<file path="config.mk">
export PLATFORM = sky130hd
export DESIGN_NAME = xts_len_tracker
export DESIGN_NICKNAME = d
export VERILOG_FILES = /design/src/rtl/xts_pkg.sv /design/src/rtl/xts_blk_counter.sv /design/src/rtl/xts_len_tracker.sv
export SDC_FILE = /design/constraint.sdc
export NUM_CORES = 1
export LEC_CHECK = 0
export CORE_MARGIN = 2
export CORE_UTILIZATION = 50
export DETAILED_ROUTE_END_ITERATION = 8
export PLACE_DENSITY = 0.9
export SETUP_SLACK_MARGIN = 0.02
export SLEW_MARGIN = 10
export SYNTH_ARGS = -nofsm -noshare
export SYNTH_HDL_FRONTEND = slang
export SYNTH_SLANG_ARGS = --single-unit
</file>
<file path="constraint.sdc">
create_clock -name clk -period 11.1 [get_ports clk]
set_clock_uncertainty 0.2 [all_clocks]
set_input_delay 2.775 -clock clk [delete_from_list [all_inputs] [get_ports clk]]
set_output_delay 2.775 -clock clk [all_outputs]
set_load 0.05 [all_outputs]
</file>
<file path="src/rtl/xts_pkg.sv">
// rtl/xts_pkg.sv - shared types and width helpers for the XTS length tracker
package xts_pkg;

  typedef enum logic [1:0] {
    IDLE  = 2'd0,
    BULK  = 2'd1,
    STEAL = 2'd2,
    DONE  = 2'd3
  } xts_state_e;

  localparam int XTS_BLOCK_BYTES = 16;

  // Width of the byte offset inside one cipher block
  function automatic int xts_off_w(input int block_bytes);
    return $clog2(block_bytes);
  endfunction

  // Width of a whole-block count for a byte length of len_w bits
  function automatic int xts_cnt_w(input int len_w, input int block_bytes);
    return len_w - $clog2(block_bytes);
  endfunction

endpackage

</file>
<file path="src/rtl/xts_blk_counter.sv">
// rtl/xts_blk_counter.sv - loadable block down-counter with terminal-at-one flag
module xts_blk_counter #(
  parameter int W = 124
) (
  input  logic         clk,
  input  logic         n_rst,
  input  logic         clr,
  input  logic         load,
  input  logic [W-1:0] load_val,
  input  logic         dec,
  output logic [W-1:0] count,
  output logic         at_one
);

  // Clear wins over load, load wins over decrement; zero never wraps
  always_ff @(posedge clk or negedge n_rst) begin
    if (!n_rst) begin
      count <= '0;
    end else if (clr) begin
      count <= '0;
    end else if (load) begin
      count <= load_val;
    end else if (dec && (count != '0)) begin
      count <= count - W'(1);
    end
  end

  assign at_one = (count == W'(1));

endmodule

</file>
<file path="src/rtl/xts_len_tracker.sv">
// rtl/xts_len_tracker.sv - XTS message length tracker with ciphertext-stealing sequencing
module xts_len_tracker
  import xts_pkg::*;
#(
  parameter  int LEN_W       = 128,
  parameter  int BLOCK_BYTES = XTS_BLOCK_BYTES,
  localparam int OFF_W       = xts_off_w(BLOCK_BYTES),
  localparam int CNT_W       = xts_cnt_w(LEN_W, BLOCK_BYTES)
) (
  input  logic             clk,
  input  logic             n_rst,
  input  logic             len_load,
  input  logic [LEN_W-1:0] len_in,
  input  logic             blk_done,
  input  logic             abort,
  output logic             busy,
  output logic [CNT_W-1:0] blocks_left,
  output logic [CNT_W-1:0] blk_idx,
  output logic [OFF_W-1:0] tail_bytes,
  output logic             last_full,
  output logic             penult,
  output logic             steal_active,
  output logic             done,
  output logic             len_err
);

  xts_state_e       state, state_nxt;
  logic [CNT_W-1:0] len_full;
  logic [OFF_W-1:0] len_tail;
  logic             load_try;
  logic             load_ok;
  logic             load_bad;
  logic             blk_dec;
  logic             blk_adv;
  logic             cnt_at_one;

  assign len_full = len_in[LEN_W-1:OFF_W];
  assign len_tail = len_in[OFF_W-1:0];

  // abort drops a coincident load; loads are only honoured in IDLE
  assign load_try = (state == IDLE) && len_load && !abort;
  assign load_ok  = load_try && (len_full != '0);
  assign load_bad = load_try && (len_full == '0);
  assign blk_dec  = (state == BULK) && blk_done && !abort;
  assign blk_adv  = ((state == BULK) || (state == STEAL)) && blk_done && !abort;

  xts_blk_counter #(
    .W (CNT_W)
  ) u_blk_counter (
    .clk      (clk),
    .n_rst    (n_rst),
    .clr      (abort),
    .load     (load_ok),
    .load_val (len_full),
    .dec      (blk_dec),
    .count    (blocks_left),
    .at_one   (cnt_at_one)
  );

  // State register
  always_ff @(posedge clk or negedge n_rst) begin
    if (!n_rst) begin
      state <= IDLE;
    end else begin
      state <= state_nxt;
    end
  end

  // Tweak index, tail length and the short-length error pulse
  always_ff @(posedge clk or negedge n_rst) begin
    if (!n_rst) begin
      blk_idx    <= '0;
      tail_bytes <= '0;
      len_err    <= 1'b0;
    end else begin
      len_err <= load_bad;
      if (abort) begin
        blk_idx    <= '0;
        tail_bytes <= '0;
      end else if (load_ok) begin
        blk_idx    <= '0;
        tail_bytes <= len_tail;
      end else if (blk_adv) begin
        blk_idx <= blk_idx + CNT_W'(1);
      end
    end
  end

  // Next-state and state-decoded outputs
  always_comb begin
    state_nxt    = state;
    busy         = 1'b0;
    steal_active = 1'b0;
    done         = 1'b0;
    last_full    = 1'b0;
    penult       = 1'b0;
    case (state)
      IDLE: begin
        if (load_ok) state_nxt = BULK;
      end
      BULK: begin
        busy      = 1'b1;
        last_full = cnt_at_one && (tail_bytes == '0);
        penult    = cnt_at_one && (tail_bytes != '0);
        if (blk_done && cnt_at_one) begin
          state_nxt = (tail_bytes != '0) ? STEAL : DONE;
        end
      end
      STEAL: begin
        busy         = 1'b1;
        steal_active = 1'b1;
        if (blk_done) state_nxt = DONE;
      end
      DONE: begin
        done      = 1'b1;
        state_nxt = IDLE;
      end
      default: state_nxt = IDLE;
    endcase
    if (abort) state_nxt = IDLE;
  end

endmodule

</file>
# Word-level counts from Yosys, hierarchy flattened
# Cells that the tools add are included.
# W data, S select, Z words.
[op_classes]
n_addsub = 2
n_mul = 0
div = 0
magnitude_cmp = 0
n_eq_ne = 7
n_shift = 0
mux = 19
bitwise_logic = 0
reduce_logical = 25
[ops]
columns = ["operator", "n"]
rows = [
  ["$mux W124", 6],
  ["$reduce_bool A124 Y1", 2],
  ["$add A124 B1 Y124 const B", 1],
  ["$eq A124 B1 Y1 const B", 1],
  ["$logic_not A124 Y1", 1],
  ["$sub A124 B1 Y124 const B", 1],
  ["$logic_and A1 B1 Y1", 12],
  ["$mux W2", 4],
  ["$mux W4", 2],
  ["$pmux W2 S4", 1],
  ["$mux W1", 6],
  ["$ne A3 B3 Y1 const B", 2],
  ["$reduce_bool A3 Y1", 2],
  ["$eq A2 B2 Y1 const B", 2],
  ["$logic_not A4 Y1", 1],
  ["$reduce_bool A4 Y1", 1],
  ["$ne A3 B2 Y1 const B", 1],
  ["$reduce_and A3 Y1", 1],
  ["$eq A2 B1 Y1 const B", 1],
  ["$logic_not A2 Y1", 1],
  ["$reduce_bool A2 Y1", 1],
  ["$reduce_or A2 Y1", 1],
  ["$logic_not A1 Y1", 1],
  ["$logic_or A1 B1 Y1", 1],
]
[word_totals]
ff_bits = 255
latch_bits = 0
ramBits = 0
mem_bits_ro = 0
output_inout_bits = 258
mem_count = 0

# Longest topological paths before layout
[depth]
ltp_word = 7
depth_mapped = 11
depth_no_buf = 9

# Hierarchy
# A second synthesis with hierarchy kept.
[unflattened]
cells_unflattened = 1868
hier_area_um2 = 15891.5
[by_module_without_submodules]
columns = ["module", "instances", "cells_each", "area_each_um2", "seq_area_each_um2"]
rows = [
  ["xts_blk_counter", 1, 1038, 8559.5, 3103.0],
  ["xts_len_tracker", 1, 830, 7332.0, 3278.1],
]

# Worst setup path before layout
# OpenSTA, ideal clock, no wires.
[synth_timing]
kind = "register to output"
from = "register u_blk_counter.count[7]"
to = "output port last_full"
t_arrival_ns = 3.297
required_time_ns = 8.125
setup_slack_ns = 4.828
path_stages_with_launch = 9
path_buffers = 1
path_cell_list = "dfrtp_1 or4_4 or4_1 buf_2 nor4_1 nand2_1 nor4_1 nand3_1 nor2_1"
[synth_via]
elab_chain_cells = 3
[synth_lines]
columns = ["element", "line_no", "text"]
rows = [
  ["start, declared", "xts_blk_counter.sv:11", "output logic [W-1:0] count,"],
  ["start signal, assigned", "xts_blk_counter.sv:22", "count <= load_val;"],
  ["start signal, assigned", "xts_blk_counter.sv:24", "count <= count - W'(1);"],
  ["$eq A124 B1 Y1", "xts_blk_counter.sv:28", "assign at_one = (count == W'(1));"],
  ["$logic_and A1 B1 Y1", "xts_len_tracker.sv:103", "last_full = cnt_at_one && (tail_bytes == '0);"],
  ["$mux W1", "xts_len_tracker.sv:97", "case (state)"],
  ["end, declared", "xts_len_tracker.sv:20", "output logic last_full,"],
]
# Every way passes these cells.

# Worst setup path after layout
[layout_timing]
from = "register u_blk_counter.count[88]"
to = "output port penult"
[layout_via]
elab_chain_cells = 3
[layout_lines]
columns = ["element", "line_no", "text"]
rows = [
  ["$eq A124 B1 Y1", "xts_blk_counter.sv:28", ""],
  ["$logic_and A1 B1 Y1", "xts_len_tracker.sv:104", "penult = cnt_at_one && (tail_bytes != '0);"],
  ["$mux W1", "xts_len_tracker.sv:97", ""],
  ["end, declared", "xts_len_tracker.sv:21", "output logic penult,"],
]
# Every way passes these cells.

==> results.md <==
- Drt drc: 0
- Routability cong.: around 1
- Leakage power: roughly 8 nW
- CP Capture Type: primary output
- Fin. max-slew vios: 0
- Placement Rows: 64
- Layout Nets: ~2.3k
- Synthesized instance count: roughly 1.8k
- Hold Path Class: reg -> reg
- WL final: ~64000 µm
- Gr usage total: between 30% and 40%
- Num ports: 391
- First-pass GRT wire length: ~98000 µm
- CP cell instances: nor4_1, nand3_1, nor4_1, nand2_1, nor4_1, nand3_1, nor2_1, clkdlybuf4s50_1
- Max Clk Rate: roughly 0.13 GHz
- CTS tree: built
- Top Family by Delay on Critical Path: simple AND/OR/NAND/NOR gates
- Primary FF master, synth: dfrtp_1
- Clk_lat worst skew: between 0.5 and 0.6 ns
- Sequential-to-total area share from yosys stat: 41.3%
- Area growth, synth to finish: 34.0%
- Peak VDD IR: approximately 0.00020 V
- CTS sink cnt: about 260
- Vias in the first global route: 16.6k
- Clock root buffer: clkbuf_16
- Synth Warn #: 0
- Final Hold Fails: 0
- Final Cycle Share: between 60 and 70%
- Synth cell types: between 60 and 70
- Post-layout power: slightly below 4 mW
- Critical path buffers and inverters: 1
- Global route overflow: 0
- Initial Util: around half
- Cts hold-fix bufs: 0
- Flop pwr share: 31.4%
- Clock buffer count from CTS: 29
- Slew @ Worst Pin: ~1.4 ns
- Clk slew on worst S/H paths: around 0.060 ns
- Status: complete, no violations
- Setup_tns: 0 ns
- Post-synth EDFFs: 0
- Crit-path max cell delay: slightly below 0.9 ns
- CP Launch Type: flop
- Crit path top cell by count: nor4_1
- Max Cap Violations: 0
- Synthesized flop and latch total: 255
- Clock power share: between 20% and 30%
- Chip height: 180 µm
- Postcts setup bufs: 0
- Critical Path Fanout Max: 7
- Hpwl dp: ~46000 µm
- Tmin final: ~7.6 ns
- Horiz. Die Dim: 180 µm
- First DRT Iteration DRCs: ~2.3k
- Core footprint: 30500 µm²
- Dpl cells: 2529
- Number of gates resized after cts: 0
- Final setup viols: 0
- Post-synth net total: 1957
- CTS HTree Levels: 1
- Share of post-route cells with drive strength above 1: around 4.8%
- Post-synth design cell area: 15400 µm²
- Sw Ratio: around 45%
- Bufs on Longest Clock Path: 3
- Post-route ant nets: 0
- RSZ-0062 raised after global routing: false
- Vias: 17.3k
- Async SR Flop Fraction: between 90% and 100%
- Antenna violations before repair: 6
- Post-DR wirelength/cell: around 25 µm
- Vias per std cell: about 6.7
- Switching Power: 1.74 mW
- Worst Path Arrival: around 4.6 ns
- Headroom to the max-slew limit: under 10%
- Initial DRT Pass Iterations: 6
- Comb pwr share: 42.6%
- Finished Layout Cells: 2590
- Slowest cell on crit path: nor4_1
- Syn Area/Cell: 8.51 µm²
- Worst Path Required: slightly above 8 ns
- Largest net degree at the start of global routing: between 100 and 150
- Setup Crit Path Kind: reg -> out
- Power Internal: about 2.1 mW
- Power per cell area: about 190 nW/µm²
- IO Port Bufs: 390
- Die area: approximately 32000 µm²
## layout by cell type (no fill, tap or decap), types with 11 or more instances in the layout
cell type / Yosys / final
dfrtp_1: 255 / 255
buf_4: 0 / 22
nor4_1: 117 / 117
nor3_1: 75 / 75
and4_1: 23 / 23
o21ai_0: 37 / 37
nand3_1: 147 / 146
inv_1: 23 / 23
o211ai_1: 16 / 16
o311ai_0: 17 / 17
xor2_1: 102 / 102
nor2_1: 262 / 261
clkdlybuf4s50_1: 0 / 388
or2_2: 11 / 11
nand2_1: 159 / 158
nand4_1: 90 / 90
a21oi_1: 15 / 15
and3_1: 48 / 48
or4_1: 36 / 36
xnor2_1: 79 / 79
a211oi_1: 44 / 44
or3_1: 32 / 32
clkbuf_16: 0 / 29
## final timing paths
kind	cells after the start	to	start	slack (ns)
setup / recovery	8	penult	u_blk_counter.count[88]	3.52
hold / removal	1	tail_bytes[2]	tail_bytes[2]	0.35
setup reg to reg	7	u_blk_counter.count[66]	u_blk_counter.count[88]	6.14
hold reg to reg	1	tail_bytes[2]	tail_bytes[2]	0.35
max in group asynchronous	2	u_blk_counter.count[79]	n_rst	6.98
min in group asynchronous	1	blk_idx[24]	n_rst	2.13
## registers in the layout (all words and copies together) (netlist names)
register	cells
len_err	1
state	2
tail_bytes	4
u_blk_counter.count	124
blk_idx	124
## stage by stage
step	hold WS [ns]	util (%)	cell area (µm²)	setup slack, ns
6_report	0.347	67.8	20700	3.52
2_1_floorplan	0.336	-	15400	4.83
5_1_grt	0.363	67.8	20700	3.31
3_3_place_gp	0.313	64.5	19700	3.94
4_1_cts	0.348	67.8	20700	3.63
3_5_place_dp	0.330	64.5	19700	3.94
## cells in the mapped netlist, types with 44 or more instances
cell type / n / area [µm²]
xor2_1: 102 / 893
nand4_1: 90 / 563
nor3_1: 75 / 375
clkbuf_1: 86 / 323
a211oi_1: 44 / 330
and3_1: 48 / 300
nor2_1: 262 / 983
nand3_1: 147 / 736
dfrtp_1: 255 / 6380
xnor2_1: 79 / 692
nor4_1: 117 / 732
nand2_1: 159 / 597
## routing by layer
layer  GRT usage [%]  vias to the layer above  share of wire (%)  wire length [µm]
met5               0                        -                  0                 0
met4            20.1                        0                6.2              3960
met3            9.72                      290                 12              7750
met2            60.2                     1332                 46             29000
met1            48.1                     8249                 36             23000
li1                -                     7436                  -                 -
## power by group through the flow
stage	clock [mW]	sequential, mW	combinational, mW
2_1_floorplan	0	1.54	0.662
3_3_place_gp	0	1.21	1.59
3_5_place_dp	0	1.22	1.61
4_1_cts	1.01	1.20	1.62
5_1_grt	1.04	1.23	1.72
6_report	1.00	1.22	1.65
## logic make-up (layout without fill, tap and decap cells)
| family | after synthesis | count (layout) | share of synthesized area, % |
|---|---|---|---|
| compound gates | 192 | 192 | 8.94 |
| flops | 255 | 255 | 41.3 |
| fa+ha+maj | 9 | 9 | 0.729 |
| buf+inv | 117 | 489 | 2.88 |
| mux | 7 | 7 | 0.454 |
| other cells | 0 | 7 | 0 |
| xor+xnor | 181 | 181 | 10.3 |
| simple gates | 1054 | 1054 | 35.4 |
## cell type report
class,instances,area (µm²)
fillers,2436,9820
multi-input cells,1443,8660
flip-flops and latches,255,6380
repair buffers,412,4070
clock buffers,38,810
well taps,396,495
clock inverters,16,170
inverters,23,86.3
diodes,7,17.5
No activity file was read; power rests on OpenSTA's default activity.
